**src/rtl/barcode_id_rx_if.sv**
```systemverilog
// Station-ID handshake between the barcode receiver (master/source)
// and its consumer dig_core (slave).
interface barcode_id_rx_if;
    logic [7:0] ID;
    logic       ID_vld;
    logic       clr_ID_vld;

    modport master (output ID, output ID_vld, input clr_ID_vld);
    modport slave  (input ID, input ID_vld, output clr_ID_vld);
endinterface

```
**src/rtl/barcode_id_rx.sv**
```systemverilog
// Self-timed barcode receiver: a start low pulse sets the bit period, then
// 8 MSB-first bits are sampled one period after each falling edge.
module barcode_id_rx #(
    parameter int CNT_W = 22
) (
    input  logic             clk,
    input  logic             rst_n,
    input  logic             BC,
    output logic             rx_busy,
    barcode_id_rx_if.master  id_if
);

    typedef enum logic [1:0] {IDLE, START, WAIT_FALL, SAMPLE} state_t;

    localparam logic [CNT_W-1:0] CNT_MAX = '1;

    state_t           state;
    logic             bc_meta;
    logic             bc_sync;
    logic             bc_prev;
    logic             fall;
    logic             rise;
    logic [CNT_W-1:0] cnt;
    logic [CNT_W-1:0] per_reg;
    logic [2:0]       bit_cnt;
    logic [7:0]       shift_reg;
    logic             frame_done;
    logic [7:0]       id_reg;
    logic             vld_reg;

    // Flops reset high to match the idle line, so reset release shows no edge.
    always_ff @(posedge clk or negedge rst_n) begin
        if (!rst_n) begin
            bc_meta <= 1'b1;
            bc_sync <= 1'b1;
            bc_prev <= 1'b1;
        end else begin
            bc_meta <= BC;
            bc_sync <= bc_meta;
            bc_prev <= bc_sync;
        end
    end

    assign fall = bc_prev & ~bc_sync;
    assign rise = ~bc_prev & bc_sync;

    always_ff @(posedge clk or negedge rst_n) begin
        if (!rst_n) begin
            state      <= IDLE;
            cnt        <= '0;
            per_reg    <= '0;
            bit_cnt    <= 3'd0;
            shift_reg  <= 8'h00;
            frame_done <= 1'b0;
            id_reg     <= 8'h00;
            vld_reg    <= 1'b0;
        end else begin
            frame_done <= 1'b0;

            case (state)
                IDLE: begin
                    if (fall) begin
                        cnt   <= '0;
                        state <= START;
                    end
                end

                // cnt holds (low cycles - 1) when the rise arrives
                START: begin
                    if (cnt == CNT_MAX) begin
                        state <= IDLE;
                    end else if (rise) begin
                        if (cnt == '0) begin
                            state <= IDLE;
                        end else begin
                            per_reg <= cnt + 1'b1;
                            bit_cnt <= 3'd0;
                            cnt     <= '0;
                            state   <= WAIT_FALL;
                        end
                    end else begin
                        cnt <= cnt + 1'b1;
                    end
                end

                WAIT_FALL: begin
                    if (cnt == CNT_MAX) begin
                        state <= IDLE;
                    end else if (fall) begin
                        cnt   <= '0;
                        state <= SAMPLE;
                    end else begin
                        cnt <= cnt + 1'b1;
                    end
                end

                SAMPLE: begin
                    if (cnt == per_reg) begin
                        shift_reg <= {shift_reg[6:0], bc_sync};
                        bit_cnt   <= bit_cnt + 3'd1;
                        cnt       <= '0;
                        if (bit_cnt == 3'd7) begin
                            frame_done <= 1'b1;
                            state      <= IDLE;
                        end else begin
                            state <= WAIT_FALL;
                        end
                    end else if (cnt == CNT_MAX) begin
                        state <= IDLE;
                    end else begin
                        cnt <= cnt + 1'b1;
                    end
                end

                default: state <= IDLE;
            endcase

            // A completing valid frame takes priority over the acknowledge.
            if (frame_done && (shift_reg[7:6] == 2'b00)) begin
                id_reg  <= shift_reg;
                vld_reg <= 1'b1;
            end else if (id_if.clr_ID_vld) begin
                vld_reg <= 1'b0;
            end
        end
    end

    assign rx_busy      = (state != IDLE);
    assign id_if.ID     = id_reg;
    assign id_if.ID_vld = vld_reg;

endmodule
```
**src/flat_wrapper.sv**
```systemverilog
// flat-port wrapper written by rule: the top's interface ports become plain ports
module barcode_id_rx_flat 
#(
    parameter int CNT_W = 22
)
  (clk, rst_n, BC, rx_busy, id_if_ID, id_if_ID_vld, id_if_clr_ID_vld);
  barcode_id_rx_if id_if_i ();
  input  logic clk;
  input  logic rst_n;
  input  logic BC;
  output logic rx_busy;
  output wire logic [$bits(id_if_i.ID)-1:0] id_if_ID;
  output wire logic [$bits(id_if_i.ID_vld)-1:0] id_if_ID_vld;
  input wire logic [$bits(id_if_i.clr_ID_vld)-1:0] id_if_clr_ID_vld;
  assign id_if_ID = id_if_i.ID;
  assign id_if_ID_vld = id_if_i.ID_vld;
  assign id_if_i.clr_ID_vld = id_if_clr_ID_vld;
  barcode_id_rx #(.CNT_W(CNT_W)) u_core (.clk(clk), .rst_n(rst_n), .BC(BC), .rx_busy(rx_busy), .id_if(id_if_i));
endmodule
```
**config.mk**
```make
export PLATFORM = sky130hd
export DESIGN_NAME = barcode_id_rx_flat
export DESIGN_NICKNAME = d
export VERILOG_FILES = /design/src/rtl/barcode_id_rx_if.sv /design/src/rtl/barcode_id_rx.sv /design/src/flat_wrapper.sv
export SDC_FILE = /design/constraint.sdc
export NUM_CORES = 1
export LEC_CHECK = 0
export CAP_MARGIN = 20
export CORE_ASPECT_RATIO = 0.6
export CORE_MARGIN = 1
export CORE_UTILIZATION = 55
export DETAILED_ROUTE_END_ITERATION = 7
export PLACE_DENSITY = 0.76
export SYNTH_ARGS = -nofsm -noshare
export SYNTH_HDL_FRONTEND = slang
export SYNTH_SLANG_ARGS = --single-unit
```
**constraint.sdc**
```tcl
create_clock -name clk -period 2.3 [get_ports clk]
set_input_delay 0.23 -clock clk [delete_from_list [all_inputs] [get_ports clk]]
set_output_delay 0.23 -clock clk [all_outputs]
set_load 0.02 [all_outputs]
```
==> flow_summary_export.csv, run 1 <==
group,metric,value,unit
pwr,p_total,0.00468,W
timing,worst_slack,0.0639,ns
global_routing,grt_pass1_vias,2959,
clock_network,clockBufferDepth,2,
global_routing,overflow,0,
clock_network,path_clk_slew,0.06,ns
critical_path,rr_endpoint,"u_core.cnt[16]",
hold_path,hold_depth,1,
place,gp_congestion,0.975,
clock_network,cts_htree_levels,3,
pwr,p_switching,0.00164,W
routing,num_vias,3175,
synth,yosysUniqueCellTypes,51,
synth,ys_seq_area_share,44.8,%
critical_path,worstPathRequired,2.58,ns
clock_network,clockRootBuffer,"clkbuf_16",
synth,yosysTopAreaCell,"dfrtp_1",
routing,drc,0,
global_routing,antenna_found_initial,0,
floorplan,pin_count,14,
final_layout,layout-drive-gt1-share,30.2,%
floorplan,fp.dieH,67.4,um
floorplan,core-area,0.00679,mm^2
timing,setup_viol,0,
final_layout,fin_nets,450,
final_layout,antenna_cells,0,
pwr,seq_power_share,35.8,%
hold_path,min_from,"BC",
synth,syn_nets,403,
final_layout,stdcell_area,0.00477,mm^2
global_routing,grt_pass1_wl,15.7,mm
pwr,internal_power,0.00304,W
floorplan,start_util,57.7,%
clock_network,cts_num_sinks,70,
synth,async_flop_share,100,%
timing,fin_crit,2.24,ns
pwr,powerDensity,982,mW/mm^2
synth,synthTopCellsByArea,"dfrtp_1, xnor2_1, mux2_2, nor2_1, a21oi_1",
timing,relSlewSlack,66.7,%
status,status,"finished, final reports clean",
floorplan,rows,23,
routing,wire_per_inst,19.0,um
synth,syn_inst,395,
synth,synth_seq_cells,70,
routing,wl,10.1,mm
pwr,netSwitchingFraction,35.1,%
pwr,p_leak,2.09,nW
timing,worst_pin_slew,0.496,ns
flow_run,cap_violations,0,
global_routing,grt_max_degree,53,
routing,drtIter0Drc,302,
timing,clock.fmax,447,MHz
critical_path,crit_fanout,6,
place,dp_slack,0.0541,ns
clock_network,postCtsSetupBuffers,0,
critical_path,r2r_cells,7,
final_layout,fillers,491,
synth,synth_edf_count,0,
floorplan,die_w,111,um
critical_path,crit_path_end_kind,"flip-flop",
place,place_area,0.00441,mm^2
hold_path,min_to,"u_core.bc_meta",
routing,ant_nets,0,
clock_network,cts_made_buffers,9,
critical_path,worstPathArrival,2.52,ns
final_layout,syn2layout_area_growth,21.7,%
timing,drv_slew,0,
timing,tns,0,ns
timing,fin_crit_sh,97.2,%
clock_network,clkLatencyLatePin,0.34,ns
pwr,clockPowerShare,30.4,%
synth,synth_top_area_share,42.8,%
timing,hold_violations,0,
clock_network,cts_tree,"done",
place,portBuffers,13,
critical_path,regToRegStartpoint,"u_core.cnt[5]",
pwr,pwr-share-comb,33.8,%
hold_path,hp-class,"primary input to flip-flop",
synth,yosys_warnings,0,
global_routing,grt_util_all_layers,28.7,%
routing,first_pass_iters,5,
critical_path,worstSetupPathType,"flip-flop to flip-flop",
floorplan,die-area,0.00748,mm^2
synth,netlist_area,0.00392,mm^2
critical_path,ff2ff_setup_slack,0.06,ns
place,dp_hpwl,7.16,mm
synth,synth.avg_cell_area,9.92,um^2
synth,synth-main-ff-cell,"dfrtp_1",
routing,avgViaCountPerCell,5.95,
timing,fin_skew,0.00767,ns
pwr,peakVddDrop,0.894,mV
critical_path,cp-start-kind,"flip-flop",
worst max-delay path: stages (launching register included):
cell	delay, ns
dfrtp_1	0.48
nand4_2	0.16
or3_4	0.46
o41ai_4	0.44
buf_4	0.18
a21oi_1	0.10
a21boi_0	0.22
o21ba_2	0.14
cell usage in the layout, fill, tap and decap left out, types with 4 or more instances in the layout:
master and count:
a21oi_1 31, a21oi_2 11, and2_1 4, buf_12 4
buf_4 49, clkbuf_16 9, clkdlybuf4s50_1 12, dfrtp_1 66
ha_1 4, inv_1 8, mux2_2 17, nand2_1 25
nand3_1 12, nand3b_1 5, nand4_1 13, nor2_1 48
nor3_1 8, nor4_1 6, o21ai_2 13, or3_1 5
xnor2_1 29, xor2_1 10
cell families after synthesis:
| logic type | after synthesis | synth area share [%] |
|---|---|---|
| flip-flops | 70 | 44.8 |
| AO/OA/AOI/OAI | 73 | 13.9 |
| buffers and inverters | 39 | 5.87 |
| AND/OR/NAND/NOR | 150 | 19.8 |
| multiplexers | 18 | 5.27 |
| adder cells (fa/ha/maj) | 4 | 1.28 |
| XOR/XNOR | 41 | 9.16 |
cell type report:
type | instances | area (um^2) | share of cell area, %
well taps | 87 | 109 | 2.28
clock buffers | 10 | 239 | 5.01
multi-input cells | 286 | 1980 | 41.5
inverters | 8 | 30.0 | 0.630
repair buffers | 67 | 583 | 12.2
clock inverters | 6 | 71.3 | 1.50
flip-flops and latches | 70 | 1760 | 36.8
power by group through the flow:
stage / Clock [W] / Sequential, W / Combinational (W)
global route: 0.00148 / 0.00170 / 0.00170
global placement: 0 / 0.00166 / 0.00144
detailed placement: 0 / 0.00168 / 0.00148
floorplan: 0 / 0.00165 / 0.000986
finish: 0.00142 / 0.00168 / 0.00158
CTS: 0.00143 / 0.00166 / 0.00150
stage by stage:
step / hold WS [ns] / utilization (%) / std cells
3_3_place_gp: 0.198 / 64.9 / 517
6_report: 0.319 / 70.2 / 534
5_1_grt: 0.341 / 70.2 / 534
3_5_place_dp: 0.205 / 64.9 / 517
4_1_cts: 0.320 / 69.6 / 534
2_1_floorplan: -0.0656 / - / 395
how the worst max path moves through the flow:
stage,startpoint,end,slack (ns),cells after the start
after global routing,u_core.cnt[0],u_core.per_reg[10],-0.05,11
after detailed placement,u_core.cnt[0],u_core.state[0],0.05,9
after global placement,u_core.cnt[7],u_core.per_reg[19],0.14,7
after floorplan,u_core.cnt[0],u_core.state[0],0.11,7
after CTS,u_core.cnt[0],u_core.state[0],0.02,9
final,u_core.cnt[5],u_core.cnt[16],0.06,7
metal layers:
layer | vias up | global-route usage [%] | routed length (um) | part of all wire [%]
li1 | 1463 | - | - | -
met1 | 1558 | 39.8 | 4660 | 46
met2 | 134 | 42.5 | 4320 | 43
met3 | 20 | 9.87 | 1020 | 10
met4 | 0 | 8.56 | 129 | 1.3
met5 | - | 0 | 0 | 0
Yosys cell counts, drive strengths merged, types with 4 or more instances:
| cell | number |
|---|---|
| buf | 21 |
| inv | 8 |
| dfrtp | 67 |
| nor4 | 6 |
| nor3 | 10 |
| nor2 | 49 |
| and2 | 4 |
| clkbuf | 10 |
| nand3b | 5 |
| xnor2 | 31 |
| xor2 | 10 |
| nand4 | 14 |
| ha | 4 |
| or3 | 6 |
| o21ai | 15 |
| a21oi | 42 |
| mux2 | 18 |
| nand2 | 26 |
| nand3 | 12 |
what timing repair did:
item                                    CTS  global route
endpoints found under the hold margin    18             0
hold buffers                              1             0
endpoints found under the setup margin    0            43
gates resized for setup                   0            10
No activity file was read; power rests on OpenSTA's default activity.
==> inputs of run 2 (changes only) <==
--- a/config.mk
+++ b/config.mk
@@ -9,6 +9,7 @@
 export CORE_ASPECT_RATIO = 0.6
 export CORE_MARGIN = 1
 export CORE_UTILIZATION = 55
+export CTS_CLUSTER_DIAMETER = 60
 export DETAILED_ROUTE_END_ITERATION = 7
 export PLACE_DENSITY = 0.76
 export SYNTH_ARGS = -nofsm -noshare
==> results of run 2 <==
Same layout as run 1: the final DEF is identical, and so are final timing and power.
